### config.mk
export PLATFORM = sky130hd
export DESIGN_NAME = pc_branch_unit
export DESIGN_NICKNAME = d
export VERILOG_FILES = /design/src/rtl/pc_branch_unit_pkg.sv /design/src/rtl/pc_branch_unit_branch_target_calc.sv /design/src/rtl/pc_branch_unit.sv
export SDC_FILE = /design/constraint.sdc
export NUM_CORES = 1
export LEC_CHECK = 0
export ABC_AREA = 0
export CAP_MARGIN = 20
export CELL_PAD_IN_SITES_DETAIL_PLACEMENT = 0
export CELL_PAD_IN_SITES_GLOBAL_PLACEMENT = 1
export CORE_MARGIN = 2
export CORE_UTILIZATION = 38
export DETAILED_ROUTE_END_ITERATION = 7
export PLACE_DENSITY = 0.95
export SYNTH_ARGS = -nofsm -noshare
export SYNTH_HDL_FRONTEND = slang
export SYNTH_SLANG_ARGS = --single-unit
### constraint.sdc
create_clock -name clk -period 8.35 [get_ports clk]
set_input_delay 1.67 -clock clk [delete_from_list [all_inputs] [get_ports clk]]
set_output_delay 1.67 -clock clk [all_outputs]
set_load 0.03 [all_outputs]
### src/rtl/pc_branch_unit_pkg.sv
// rtl/pc_branch_unit_pkg.sv - shared types and constants for the PC / branch redirect stage
package pc_branch_unit_pkg;

    localparam int ADDR_W = 32;
    localparam int JIDX_W = 26;
    localparam logic [ADDR_W-1:0] PC_INC = 32'd4;

    typedef enum logic {
        RUN     = 1'b0,
        PENDING = 1'b1
    } pc_state_t;

    // Absolute J-format target: keep the segment bits of the delay-slot PC.
    function automatic logic [ADDR_W-1:0] jump_target(
        input logic [ADDR_W-1:0] pc_plus4,
        input logic [JIDX_W-1:0] index
    );
        return {pc_plus4[ADDR_W-1:ADDR_W-4], index, 2'b00};
    endfunction

endpackage

### src/rtl/pc_branch_unit_branch_target_calc.sv
// rtl/pc_branch_unit_branch_target_calc.sv - combinational branch/jump target selection
module branch_target_calc
    import pc_branch_unit_pkg::*;
(
    input  logic [ADDR_W-1:0] id_pc_plus4,
    input  logic [ADDR_W-1:0] id_imm_shifted,
    input  logic [JIDX_W-1:0] id_jump_index,
    input  logic              id_jump,
    output logic [ADDR_W-1:0] target
);

    logic [ADDR_W-1:0] br_tgt;
    logic [ADDR_W-1:0] j_tgt;

    // Relative targets wrap modulo 2^32 with no overflow indication.
    assign br_tgt = id_pc_plus4 + id_imm_shifted;
    assign j_tgt  = jump_target(id_pc_plus4, id_jump_index);
    assign target = id_jump ? j_tgt : br_tgt;

endmodule

### src/rtl/pc_branch_unit.sv
// rtl/pc_branch_unit.sv - program counter register, redirect FSM and taken-redirect counter
module pc_branch_unit
    import pc_branch_unit_pkg::*;
#(
    parameter logic [31:0] RESET_VECTOR = 32'h0000_0000,
    parameter int          CNT_W        = 16
) (
    input  logic              clk,
    input  logic              reset_n,
    input  logic              stall,
    input  logic [31:0]       id_pc_plus4,
    input  logic [31:0]       id_imm_shifted,
    input  logic              id_branch,
    input  logic              id_branch_taken,
    input  logic              id_jump,
    input  logic [25:0]       id_jump_index,
    output logic [31:0]       pc,
    output logic [31:0]       pc_plus4,
    output logic              flush_ifid,
    output logic [CNT_W-1:0]  redirect_cnt
);

    pc_state_t        state_q;
    pc_state_t        state_d;
    logic [31:0]      pc_d;
    logic [31:0]      pend_target_q;
    logic [31:0]      pend_target_d;
    logic [31:0]      target;
    logic             redirect;
    logic             cnt_inc;

    branch_target_calc u_target (
        .id_pc_plus4    (id_pc_plus4),
        .id_imm_shifted (id_imm_shifted),
        .id_jump_index  (id_jump_index),
        .id_jump        (id_jump),
        .target         (target)
    );

    assign redirect = id_jump | (id_branch & id_branch_taken);
    assign pc_plus4 = pc + PC_INC;

    always_ff @(posedge clk) begin
        if (!reset_n) begin
            state_q       <= RUN;
            pc            <= RESET_VECTOR;
            pend_target_q <= '0;
        end else begin
            state_q       <= state_d;
            pc            <= pc_d;
            pend_target_q <= pend_target_d;
        end
    end

    always_comb begin
        state_d       = state_q;
        pc_d          = pc;
        pend_target_d = pend_target_q;
        case (state_q)
            RUN: begin
                if (redirect && stall) begin
                    pend_target_d = target;
                    state_d       = PENDING;
                end else if (!stall) begin
                    pc_d = redirect ? target : pc_plus4;
                end
            end
            PENDING: begin
                // The ID instruction here is wrong-path; only the saved target matters.
                if (!stall) begin
                    pc_d    = pend_target_q;
                    state_d = RUN;
                end
            end
            default: state_d = RUN;
        endcase
    end

    always_comb begin
        flush_ifid = 1'b0;
        cnt_inc    = 1'b0;
        case (state_q)
            RUN: begin
                flush_ifid = redirect;
                cnt_inc    = redirect;
            end
            PENDING: flush_ifid = 1'b1;
            default: flush_ifid = 1'b0;
        endcase
    end

    always_ff @(posedge clk) begin
        if (!reset_n) begin
            redirect_cnt <= '0;
        end else if (cnt_inc && (redirect_cnt != {CNT_W{1'b1}})) begin
            redirect_cnt <= redirect_cnt + 1'b1;
        end
    end

endmodule

==> results by group <==
Timing
  • Fin Setup TNS: 0 ns
  • Achievable Freq: about 160 MHz
  • Fin Hold WS: approximately 0.45 ns
  • Count of pins over their slew limit: 0
  • Slew @ Worst Pin: 0.970 ns
  • Slew headroom: 0.349
  • Final hold vios: 0
  • Worst Skew: 0.00778 ns
  • Final Setup Violations: 0
  • Final Worst Setup Slack: 2.22 ns
  • RSZ-0062 raised after global routing: no
  • Final Cycle Share: 0.734
  • Tmin final: 6.13 ns

Floorplanning
  • Die Area: around 18,000 um2
  • Die height: 134 um
  • Core area: 16,600 um2
  • I/O pin count: 177
  • Initial Util: 0.388
  • Std cell rows: 47
  • Die X-Extent: 134 um

Critical path
  • CP bufs+invs: 3
  • Critical setup path kind: in2out
  • Family with the most delay on the worst path: simple AND/OR/NAND/NOR gates
  • CP Capture Type: output port
  • Crit start category: input port
  • CP Cell Sequence: clkdlybuf4s50_1, nand2_1, nand2_1, nor2_1, inv_1, clkdlybuf4s50_1
  • Critical Path AT: around 4.5 ns
  • Max incr delay on CP: 0.67 ns
  • Critical Path RT: 6.68 ns
  • CP max FO: 17
  • Critical-path top delay cell: nor2_1

Power and ir drop
  • Switching share of power: 0.347
  • Seq pwr share: 0.331
  • Peak VDD IR: 0.0922 mV
  • P_leak: between 3 and 4 nW
  • Clock power share: 0.321
  • Pwr dens: 155 nW/um2
  • Combinational share of power: 0.348
  • Pint: 0.878 mW
  • NetSw: 0.466 mW

Drt
  • Post-route ant nets: 0
  • TritonRoute pass-1 iters: 5
  • WL final: 22.2 mm
  • Avg WL per Cell: ~18 um
  • DR vias/cell: 5.72
  • Total number of vias: between 7,000 and 8,000
  • DRC viols: 0
  • Initial DRC Count: 586

Synthesis
  • YS warnings: 0
  • Area leader, netlist: dfxtp_1
  • Post-synth EDFFs: 0
  • Post-Syn Nets: 1,017
  • Synth Flop Type: dfxtp_1
  • Post-synthesis area per instance: ~7.3 um2
  • Ranking of synthesized cells by area: dfxtp_1 25%, nand2_1 6.5%, ha_1 6.4%, a21oi_1 6.1%, o21ai_0 5.7%
  • Yosys cell types: 70
  • Flops & latches, synth: 81
  • Sequential fraction of the synthesis area: 0.252
  • Synth Cell Area: approximately 6400 um2
  • Top cell type's share of synthesized area: 0.252
  • Async SR Flop Fraction: 0
  • Synth Instances: 887

Clock tree
  • CTS hold repair buffers: 0
  • CTS tree: done
  • CTS clk-pin slew, worst paths: approximately 0.060 ns
  • Total CTS buffers: 9
  • # resized after CTS: 0
  • Number of setup buffers added after CTS: 0
  • Clk buf depth: 2
  • Clock Latency Late Sink: 0.35 ns
  • H-tree depth: 3
  • CTS Sinks: 81
  • Clock root buffer: clkbuf_16

Layout
  • Final net count: 1,165
  • Synth-to-Final Area Change: 34.8%
  • Filler cells: 1,631
  • Share of cells above drive strength 1: 0.0433
  • Commonest non-fill, non-tap cell in the layout: clkdlybuf4s50_1
  • Number of diodes: 0
  • Most frequent cells in the layout: 175 x clkdlybuf4s50_1, 112 x nand2_1, 93 x nor2_1

GRT
  • Grt total ovfl: 0
  • Initial antenna violation count: 0
  • Total Routing Usage GR: 0.244
  • Global-route wire length before repair: 35.2 mm
  • Number of global-route vias before repair: 6,609
  • Largest net degree at the start of global routing: 57

Place
  • Detailed Place HPWL: 16.6 mm
  • DP Worst Slack: 2.21 ns
  • Port bufs: 176
  • Routability congestion estimate from global placement: 0.918

Worst hold path
  • Tightest Hold Check Type: reg2reg

Flow run
  • Max Cap Violations: 0

Outcome
  • Status: complete, no violations
final timing paths:
check	startpoint	end	slack [ns]	depth (start not counted)
setup / recovery	id_branch	flush_ifid	2.22	6
hold / removal	pend_target_q[0]	pend_target_q[0]	0.45	2
setup reg to reg	pc[5]	pc[31]	5.71	8
hold reg to reg	pend_target_q[0]	pend_target_q[0]	0.45	2
metal layers:
layer | track usage | up-vias | share of wire
met1 | 0.338 | 3341 | 0.45
met2 | 0.389 | 299 | 0.45
li1 | - | 3526 | -
met5 | 0 | - | 0
met4 | 0.0813 | 0 | 0.023
met3 | 0.0382 | 38 | 0.080
logic make-up (layout without fill, tap and decap cells):
| kind of cell | after synthesis | in the layout | share of synthesized area |
|---|---|---|---|
| AND/OR/NAND/NOR | 353 | 353 | 0.264 |
| AO/OA/AOI/OAI | 276 | 276 | 0.272 |
| flip-flops | 81 | 81 | 0.252 |
| buffers and inverters | 72 | 225 | 0.0439 |
| XOR/XNOR | 58 | 58 | 0.0801 |
| adder cells (fa/ha/maj) | 34 | 34 | 0.0673 |
| multiplexers | 13 | 13 | 0.0202 |
Yosys cell counts, drive strengths merged, types with 19 or more instances:
| master | instances |
|---|---|
| nand2 | 112 |
| nor2 | 94 |
| dfxtp | 81 |
| a21oi | 78 |
| o21ai | 73 |
| clkbuf | 42 |
| nand3 | 39 |
| xnor2 | 36 |
| ha | 33 |
| a31oi | 24 |
| nor3 | 24 |
| inv | 22 |
| xor2 | 22 |
| nand4 | 19 |
cell type report:
| class | count | area [um2] | area share |
|---|---|---|---|
| repair buffers | 186 | 1830 | 0.211 |
| clock inverters | 5 | 78.8 | 0.00909 |
| multi-input cells | 734 | 4540 | 0.523 |
| flip-flops and latches | 81 | 1620 | 0.187 |
| well taps | 220 | 275 | 0.0317 |
| inverters | 23 | 86.3 | 0.00996 |
| clock buffers | 11 | 243 | 0.0280 |
state kept, by name, summed over array words and instances, names as in the netlist:
name	count
state_q	1
pc	32
pend_target_q	32
redirect_cnt	16
power by group through the flow:
stage	Clock, mW	Combinational, mW	Sequential (mW)
after floorplan	0	0.259	0.473
after global placement	0	0.460	0.452
after detailed placement	0	0.461	0.453
after CTS	0.437	0.463	0.444
after global routing	0.455	0.505	0.449
final	0.432	0.467	0.445
worst register-to-register path, stage by stage (launching register included):
cell and delay [ns]:
dfxtp_1 0.49, nand4_4 0.19, nor4_4 0.55, nand3_1 0.25, nor2_1 0.21, xor2_1 0.24
o2111ai_1 0.17, or3b_1 0.38, o221ai_1 0.08
metrics by stage:
| stage | cells | power (mW) | instance area [um2] | utilization |
|---|---|---|---|---|
| floorplan | 887 | 0.732 | 6430 | - |
| global placement | 1244 | 0.912 | 8350 | 0.504 |
| detailed placement | 1244 | 0.914 | 8350 | 0.504 |
| CTS | 1260 | 1.34 | 8670 | 0.523 |
| global route | 1260 | 1.41 | 8670 | 0.523 |
| finish | 1260 | 1.34 | 8670 | 0.523 |
No activity file was read; power rests on OpenSTA's default activity.
